File: config.mk
export PLATFORM = sky130hd
export DESIGN_NAME = game_frame_scheduler
export DESIGN_NICKNAME = d
export VERILOG_FILES = /design/src/rtl/game_frame_scheduler.sv
export SDC_FILE = /design/constraint.sdc
export NUM_CORES = 1
export LEC_CHECK = 0
export ABC_CLOCK_PERIOD_IN_PS = 1550
export CORE_MARGIN = 10
export CORE_UTILIZATION = 29
export CTS_BUF_LIST = sky130_fd_sc_hd__clkbuf_8
export DETAILED_ROUTE_END_ITERATION = 6
export PLACE_DENSITY = 0.63
export SLEW_MARGIN = 5
export SYNTH_ARGS = -nofsm -noshare
export SYNTH_HDL_FRONTEND = slang
export SYNTH_SLANG_ARGS = --single-unit
File: constraint.sdc
create_clock -name clk -period 1.55 [get_ports clk]
set_input_delay 0.465 -clock clk [delete_from_list [all_inputs] [get_ports clk]]
set_output_delay 0.465 -clock clk [all_outputs]
set_load 0.05 [all_outputs]
File: src/rtl/game_frame_scheduler.sv
// Frame request/acknowledge sequencer with coordinate double-buffering and jump-button debounce.
// Optional frame/overrun statistics counters are enabled by defining FRAME_STATS_EN.
module game_frame_scheduler #(
  parameter int unsigned COORD_W         = 32,
  parameter int unsigned DEBOUNCE_CYCLES = 1000000,
  parameter int unsigned CNT_W           = 16
) (
  input  logic               clk,
  input  logic               reset_n,
  input  logic               screen_ready,
  input  logic               button_press,
  input  logic               cpu_done,
  input  logic [COORD_W-1:0] cpu_dino_x,
  input  logic [COORD_W-1:0] cpu_dino_y,
  input  logic [COORD_W-1:0] cpu_obs_x,
  input  logic [COORD_W-1:0] cpu_obs_y,
  output logic               frame_req,
  output logic               btn_status,
  output logic [COORD_W-1:0] disp_dino_x,
  output logic [COORD_W-1:0] disp_dino_y,
  output logic [COORD_W-1:0] disp_obs_x,
  output logic [COORD_W-1:0] disp_obs_y,
  output logic [CNT_W-1:0]   frame_count,
  output logic [CNT_W-1:0]   overrun_count
);

  localparam int unsigned     DEB_W   = $clog2(DEBOUNCE_CYCLES + 1);
  localparam logic [DEB_W-1:0] DEB_MAX = DEB_W'(DEBOUNCE_CYCLES - 1);

  typedef enum logic [1:0] {S_IDLE, S_REQ, S_LATCH} state_e;

  state_e             state_q, state_d;
  logic               sr_prev_q, sr_prev_d, frame_rise_q, frame_rise_d;
  logic               done_s1_q, done_s1_d, done_s2_q, done_s2_d;
  logic               done_prev_q, done_prev_d, done_rise_q, done_rise_d;
  logic               btn_s1_q, btn_s1_d, btn_s2_q, btn_s2_d, btn_last_q, btn_last_d;
  logic [DEB_W-1:0]   deb_cnt_q, deb_cnt_d;
  logic               deb_level_q, deb_level_d;
  logic               sticky_q, sticky_d, btn_status_q, btn_status_d;
  logic               frame_req_q, frame_req_d;
  logic [COORD_W-1:0] dino_x_q, dino_x_d, dino_y_q, dino_y_d;
  logic [COORD_W-1:0] obs_x_q, obs_x_d, obs_y_q, obs_y_d;
  logic               latch_en_c;

  // Edge detection, synchronizers and button debounce
  always_comb begin
    sr_prev_d    = screen_ready;
    frame_rise_d = screen_ready & ~sr_prev_q;
    done_s1_d    = cpu_done;
    done_s2_d    = done_s1_q;
    done_prev_d  = done_s2_q;
    done_rise_d  = done_s2_q & ~done_prev_q;
    btn_s1_d     = button_press;
    btn_s2_d     = btn_s1_q;
    btn_last_d   = btn_s2_q;
    deb_cnt_d    = deb_cnt_q;
    deb_level_d  = deb_level_q;
    if (btn_s2_q != btn_last_q) begin
      deb_cnt_d = '0;
    end else if (deb_cnt_q == DEB_MAX) begin
      deb_level_d = btn_last_q;
    end else begin
      deb_cnt_d = deb_cnt_q + DEB_W'(1);
    end
    // A new debounced press outranks the clear issued by LATCH
    sticky_d = sticky_q;
    if (state_q == S_LATCH) sticky_d = 1'b0;
    if (deb_level_d && !deb_level_q) sticky_d = 1'b1;
    btn_status_d = deb_level_d | sticky_d;
  end

  // Frame FSM next-state and display buffer
  always_comb begin
    state_d    = state_q;
    latch_en_c = 1'b0;
    case (state_q)
      S_IDLE:  if (frame_rise_q) state_d = S_REQ;
      S_REQ:   if (done_rise_q) state_d = S_LATCH;
      S_LATCH: begin
        latch_en_c = 1'b1;
        state_d    = frame_rise_q ? S_REQ : S_IDLE;
      end
      default: state_d = S_IDLE;
    endcase
    frame_req_d = (state_d == S_REQ);
    dino_x_d    = latch_en_c ? cpu_dino_x : dino_x_q;
    dino_y_d    = latch_en_c ? cpu_dino_y : dino_y_q;
    obs_x_d     = latch_en_c ? cpu_obs_x  : obs_x_q;
    obs_y_d     = latch_en_c ? cpu_obs_y  : obs_y_q;
  end

  always_ff @(posedge clk or negedge reset_n) begin
    if (!reset_n) begin
      state_q      <= S_IDLE;
      sr_prev_q    <= 1'b0;
      frame_rise_q <= 1'b0;
      done_s1_q    <= 1'b0;
      done_s2_q    <= 1'b0;
      done_prev_q  <= 1'b0;
      done_rise_q  <= 1'b0;
      btn_s1_q     <= 1'b0;
      btn_s2_q     <= 1'b0;
      btn_last_q   <= 1'b0;
      deb_cnt_q    <= '0;
      deb_level_q  <= 1'b0;
      sticky_q     <= 1'b0;
      btn_status_q <= 1'b0;
      frame_req_q  <= 1'b0;
      dino_x_q     <= '0;
      dino_y_q     <= '0;
      obs_x_q      <= '0;
      obs_y_q      <= '0;
    end else begin
      state_q      <= state_d;
      sr_prev_q    <= sr_prev_d;
      frame_rise_q <= frame_rise_d;
      done_s1_q    <= done_s1_d;
      done_s2_q    <= done_s2_d;
      done_prev_q  <= done_prev_d;
      done_rise_q  <= done_rise_d;
      btn_s1_q     <= btn_s1_d;
      btn_s2_q     <= btn_s2_d;
      btn_last_q   <= btn_last_d;
      deb_cnt_q    <= deb_cnt_d;
      deb_level_q  <= deb_level_d;
      sticky_q     <= sticky_d;
      btn_status_q <= btn_status_d;
      frame_req_q  <= frame_req_d;
      dino_x_q     <= dino_x_d;
      dino_y_q     <= dino_y_d;
      obs_x_q      <= obs_x_d;
      obs_y_q      <= obs_y_d;
    end
  end

  assign frame_req   = frame_req_q;
  assign btn_status  = btn_status_q;
  assign disp_dino_x = dino_x_q;
  assign disp_dino_y = dino_y_q;
  assign disp_obs_x  = obs_x_q;
  assign disp_obs_y  = obs_y_q;

`ifdef FRAME_STATS_EN
  logic [CNT_W-1:0] frame_count_q, frame_count_d, overrun_count_q, overrun_count_d;

  // Frame count wraps; overrun count saturates at all-ones
  always_comb begin
    frame_count_d   = frame_count_q + CNT_W'(latch_en_c);
    overrun_count_d = overrun_count_q;
    if ((state_q == S_REQ) && frame_rise_q && (overrun_count_q != '1))
      overrun_count_d = overrun_count_q + CNT_W'(1);
  end

  always_ff @(posedge clk or negedge reset_n) begin
    if (!reset_n) begin
      frame_count_q   <= '0;
      overrun_count_q <= '0;
    end else begin
      frame_count_q   <= frame_count_d;
      overrun_count_q <= overrun_count_d;
    end
  end

  assign frame_count   = frame_count_q;
  assign overrun_count = overrun_count_q;
`else
  assign frame_count   = '0;
  assign overrun_count = '0;
`endif

endmodule

Yosys cells after proc, flatten, opt, wreduce, memory -nomap -nowiden
Index checks and enable logic that the tools add are counted.
{ "word_totals": {"ff_bits": 163, "inputBits": 133, "wordCells": 45} }
{ "op_classes": {"n_addsub": 1, "n_eq_ne": 6, "muxes": 11, "n_bitwise": 5, "n_reduce_logical": 3} }
{ "ops": {"columns": ["cell", "n"], "rows": [
  ["20-bit two-way mux", 2],
  ["20-bit by 1-bit adder with 20-bit output, second input constant", 1],
  ["20-bit equality test, second input constant", 1],
  ["1-bit two-way mux", 6],
  ["2-bit one-hot mux with 3 select lines", 1],
  ["2-bit by 1-bit equality test with 1-bit output, second input constant", 2],
  ["2-bit two-way mux", 2],
  ["1-bit AND", 2],
  ["2-bit equality test, second input constant", 1],
  ["2-bit logical NOT", 1],
  ["2-bit inequality test, second input constant", 1],
  ["1-bit NOT", 2],
  ["1-bit logical AND", 1],
  ["1-bit logical NOT", 1],
  ["1-bit inequality test", 1],
  ["1-bit OR", 1]
]} }

Depth between registers and ports, before layout
{ "logic_depth": {"depth_word": 6, "mapped_depth": 5, "mapped_depth_nobuf": 5} }

Worst setup path before layout
No wires, ideal clock.
{ "synth_timing": {"path_type": "reg2reg", "startpoint": "register deb_cnt_q[0]", "endpoint": "register deb_cnt_q[19]", "setup_ps": 78, "t_arrival_ps": 1592, "setup_slack_ps": -120, "stages_incl_launch_ff": 5, "path_buffers": 0, "cell_sequence": "dfrtp_1 -> nand4_2 -> or3_4 -> or4_1 -> a21oi_1"} }
{ "synth_between": {"elab_chain_len": 3, "elab_cells_between_ends": 5, "cone_classes": "1 x add/sub; 2 x eq/ne; 2 x mux"} }
{ "synth_lines": {"columns": ["element", "line", "source"], "rows": [
  ["start: declaration", "37", "logic [DEB_W-1:0] deb_cnt_q, deb_cnt_d;"],
  ["start signal: assignment", "124", "deb_cnt_q <= deb_cnt_d;"],
  ["20-bit by 1-bit adder with 20-bit output", "63", "deb_cnt_d = deb_cnt_q + DEB_W'(1);"],
  ["20-bit two-way mux", "60", "end else if (deb_cnt_q == DEB_MAX) begin"],
  ["20-bit two-way mux", "58", "if (btn_s2_q != btn_last_q) begin"]
]} }
Several ways; a longest one is shown, not always the timed one. The select of a mux whose other input is x is not followed.
A chain may end at the register's enable or synchronous reset.

Worst setup path in the final report
{ "layout_timing": {"startpoint": "register deb_cnt_q[1]", "endpoint": "register deb_cnt_q[19]"} }
Same word-level chain as after synthesis.

==> results.toml <==
[outcome]
status = "finished, violations left"
violations = "setup timing"

[floorplan]
die_area_mm2 = 0.0287
initial_utilization_pct = 29.6
die_y_um = 169
floorplan.die.width_um = 169
core-area_mm2 = 0.0219
core.rowCount = 54
io_pins = 295

[place]
dpl.cell_count = 996
port_buffers = 262
gp_congestion = 0.807
dp_slack_ns = -0.177
dp_hpwl_um = 15200

[route]
ant_nets = 0
wire_per_inst_um = 18.6
drc = 0
viasPerCell = 4.43
drt_iter0_markers = 135
via_count = 4590
drt_first_pass_iters = 4
drt_wl_total_um = 19200

[clock_tree]
ctsHtreeMaxLevel = 4
cts.path.max_buffers = 2
cts_inserted_buffers = 17
cts_tree = "yes"
cts_sinks = 163
clkLatencyLatePin_ns = 0.44
cts-root-buf = "clkbuf_8"
cts.clk_slew.worst_paths_ns = 0.09

[global_routing]
grt_pass1_wl_um = 29500
grt_overflow = 0
antenna_found_initial = 0
grt_max_degree = 62
grtUsageTotal_pct = 13.1
grt_pass1_vias = 5206

[timing]
maxSlewViolCount = 0
setup_tns_ns = -0.231
setup_slack_ns = -0.0901
fmax_mhz = 610
post-route-min-period_ns = 1.64
layout_worst_path_cycle_share_pct = 106
hold_viol_final = 0
setup_viol = 4
rsz0062_at_grt = "true"
fin_skew_ns = 0.0141

[setup_path]
crit_type = "reg2reg"
cpPeakStageDelay_ns = 0.44
path_max_fanout = 6
crit_chain = "nand4_2 > or3_4 > or4_4 > a21oi_2"
slowest_stage = "or4_4"
cp.arrival_ns = 2.01
crit_path_end_kind = "flop"
critPathRequiredTime_ns = 1.92
start_kind = "flop"

[cells_and_area]
fin_util_pct = 52.1
fill_cells = 1846
antenna_cells = 0
nNetsFinal = 876
drive_gt1_share_pct = 47.0
fin_cells = 1035
area_growth_pct = 76.3

[power_and_ir_drop]
peakVddDrop_mv = 1.15
finalPower_w = 0.0245
leakagePower_nw = 4.94
cellPowerDensity_mw_per_mm2 = 2150

[synth]
seq_area_frac_synth_pct = 63.0
ys_ff_latch = 163
syn_avg_cell_area_um2 = 14.6
synth.distinct_cells = 39
yosysWarningCount = 0
syn_area_mm2 = 0.00647
syn_inst = 442

[min_path]
hp-class = "reg2reg"

[job]
max_cap_violations = 0
final timing paths:
kind                                          start                          end  slack, ns  cells past startpoint
max                        deb_cnt_q[1]$_DFFE_PN0P_    deb_cnt_q[19]$_DFFE_PN0P_      -0.09                      4
min                             done_s1_q$_DFF_PN0_        done_prev_d$_DFF_PN0_       0.36                      0
max reg2reg                deb_cnt_q[1]$_DFFE_PN0P_    deb_cnt_q[19]$_DFFE_PN0P_      -0.09                      4
min reg2reg                     done_s1_q$_DFF_PN0_        done_prev_d$_DFF_PN0_       0.36                      0
max in group asynchronous                   reset_n  disp_dino_y[17]$_DFFE_PN0N_       0.45                      3
min in group asynchronous                   reset_n   disp_obs_x[18]$_DFFE_PN0N_       0.46                      2
routing by layer:
layer / vias up / wire [µm] / global-route usage, % / share of wire [%]
met4: 0 / 117 / 3.15 / 0.61
met1: 2289 / 6590 / 12.7 / 34
met2: 196 / 10300 / 23.6 / 53
met3: 10 / 2270 / 7.39 / 12
li1: 2095 / - / - / -
met5: - / 0 / 0 / 0
sequential cells by signal, indices dropped and copies added (netlist names), 2 cells and up:
signal / cells
disp_dino_x: 32
disp_dino_y: 32
disp_obs_x: 32
disp_obs_y: 32
deb_cnt_q: 20
state_q: 2
kinds of logic after synthesis:
group	share of synthesized area [%]
DFF	63.0
and+or+nand+nor	5.51
xor gates and xnor gates	1.49
other	0.0579
AOI/OAI and AO/OA	2.17
buffers and inverters	4.79
adders and majority gates	0.193
muxes	22.8
worst max-delay path, delay by kind of cell (launching register included):
kind,cells,cell delay [ns]
AOI/OAI and AO/OA,1,0.16
and+or+nand+nor,3,0.98
DFF,1,0.43
cell usage in the layout, fill, tap and decap left out, drive strengths merged, types with 5 or more instances in the layout:
master         instances
inv                    6
xnor2                 10
clkinvlp               5
a21oi                  6
dfrtp                163
clkdlybuf4s50        131
buf                  166
o21ai                  6
nand2                 10
nor3                   6
nand3                  7
nand4                  5
conb                  32
clkbuf                18
nor2                  12
mux2                 130
layout make-up:
type,instances,area (µm²),area share (%)
Tap cell,280,350,3.07
Clock inverter,14,130,1.14
Timing Repair Buffer,298,4260,37.3
Sequential cell,163,4080,35.8
Multi-Input combinational cell,260,2330,20.4
Inverter,2,7.51,0.0658
Clock buffer,18,248,2.17
cells in the mapped netlist:
| cell | instances | area [µm²] |
|---|---|---|
| dfrtp_1 | 163 | 4080 |
| and4_1 | 1 | 8.76 |
| nor2b_1 | 2 | 12.5 |
| and3_2 | 1 | 7.51 |
| inv_1 | 2 | 7.51 |
| buf_4 | 32 | 240 |
| a21oi_1 | 6 | 30.0 |
| a31oi_1 | 3 | 18.8 |
| mux2i_1 | 1 | 10.0 |
| o21ai_0 | 6 | 30.0 |
| mux2_2 | 130 | 1460 |
| clkbuf_1 | 13 | 48.8 |
| or3_2 | 1 | 7.51 |
| o2111ai_1 | 1 | 8.76 |
| a21boi_0 | 1 | 7.51 |
| buf_1 | 1 | 3.75 |
| nor3_1 | 6 | 30.0 |
| ha_1 | 1 | 12.5 |
| nor3b_1 | 1 | 7.51 |
| and4_2 | 1 | 10.0 |
| nand2b_1 | 2 | 12.5 |
| buf_2 | 2 | 10.0 |
| nand3_1 | 7 | 35.0 |
| nand4_1 | 3 | 18.8 |
| nand2_1 | 10 | 37.5 |
| and3b_1 | 1 | 8.76 |
| nor4_1 | 4 | 25.0 |
| o211ai_1 | 1 | 7.51 |
| nor2_1 | 12 | 45.0 |
| or3_4 | 1 | 11.3 |
| xor2_1 | 1 | 8.76 |
| or4_1 | 2 | 15.0 |
| xnor2_1 | 10 | 87.6 |
| a211oi_1 | 2 | 15.0 |
| and3_1 | 2 | 12.5 |
| conb_1 | 1 | 3.75 |
| o31ai_1 | 3 | 22.5 |
| nor4b_1 | 3 | 26.3 |
| nand4_2 | 2 | 25.0 |
through the flow:
step	instance area [µm²]	hold WS, ns
after global placement	10900	0.334
after detailed placement	10900	0.341
after floorplan	6600	0.169
after CTS	11300	0.363
after global routing	11400	0.368
final	11400	0.357
where the power goes:
group	total, W	switching (W)	internal [W]
logic	0.0142	0.00709	0.00711
clock network	0.00295	0.00162	0.00133
registers	0.00740	0.00163	0.00577
timing repair:
item	CTS	global route
gates resized for setup	12	13
endpoints found under the hold margin	25	0
hold buffers	1	0
pin swaps	4	3
setup buffers	1	5
endpoints found under the setup margin	23	61
(Power assumes the default switching activity.)
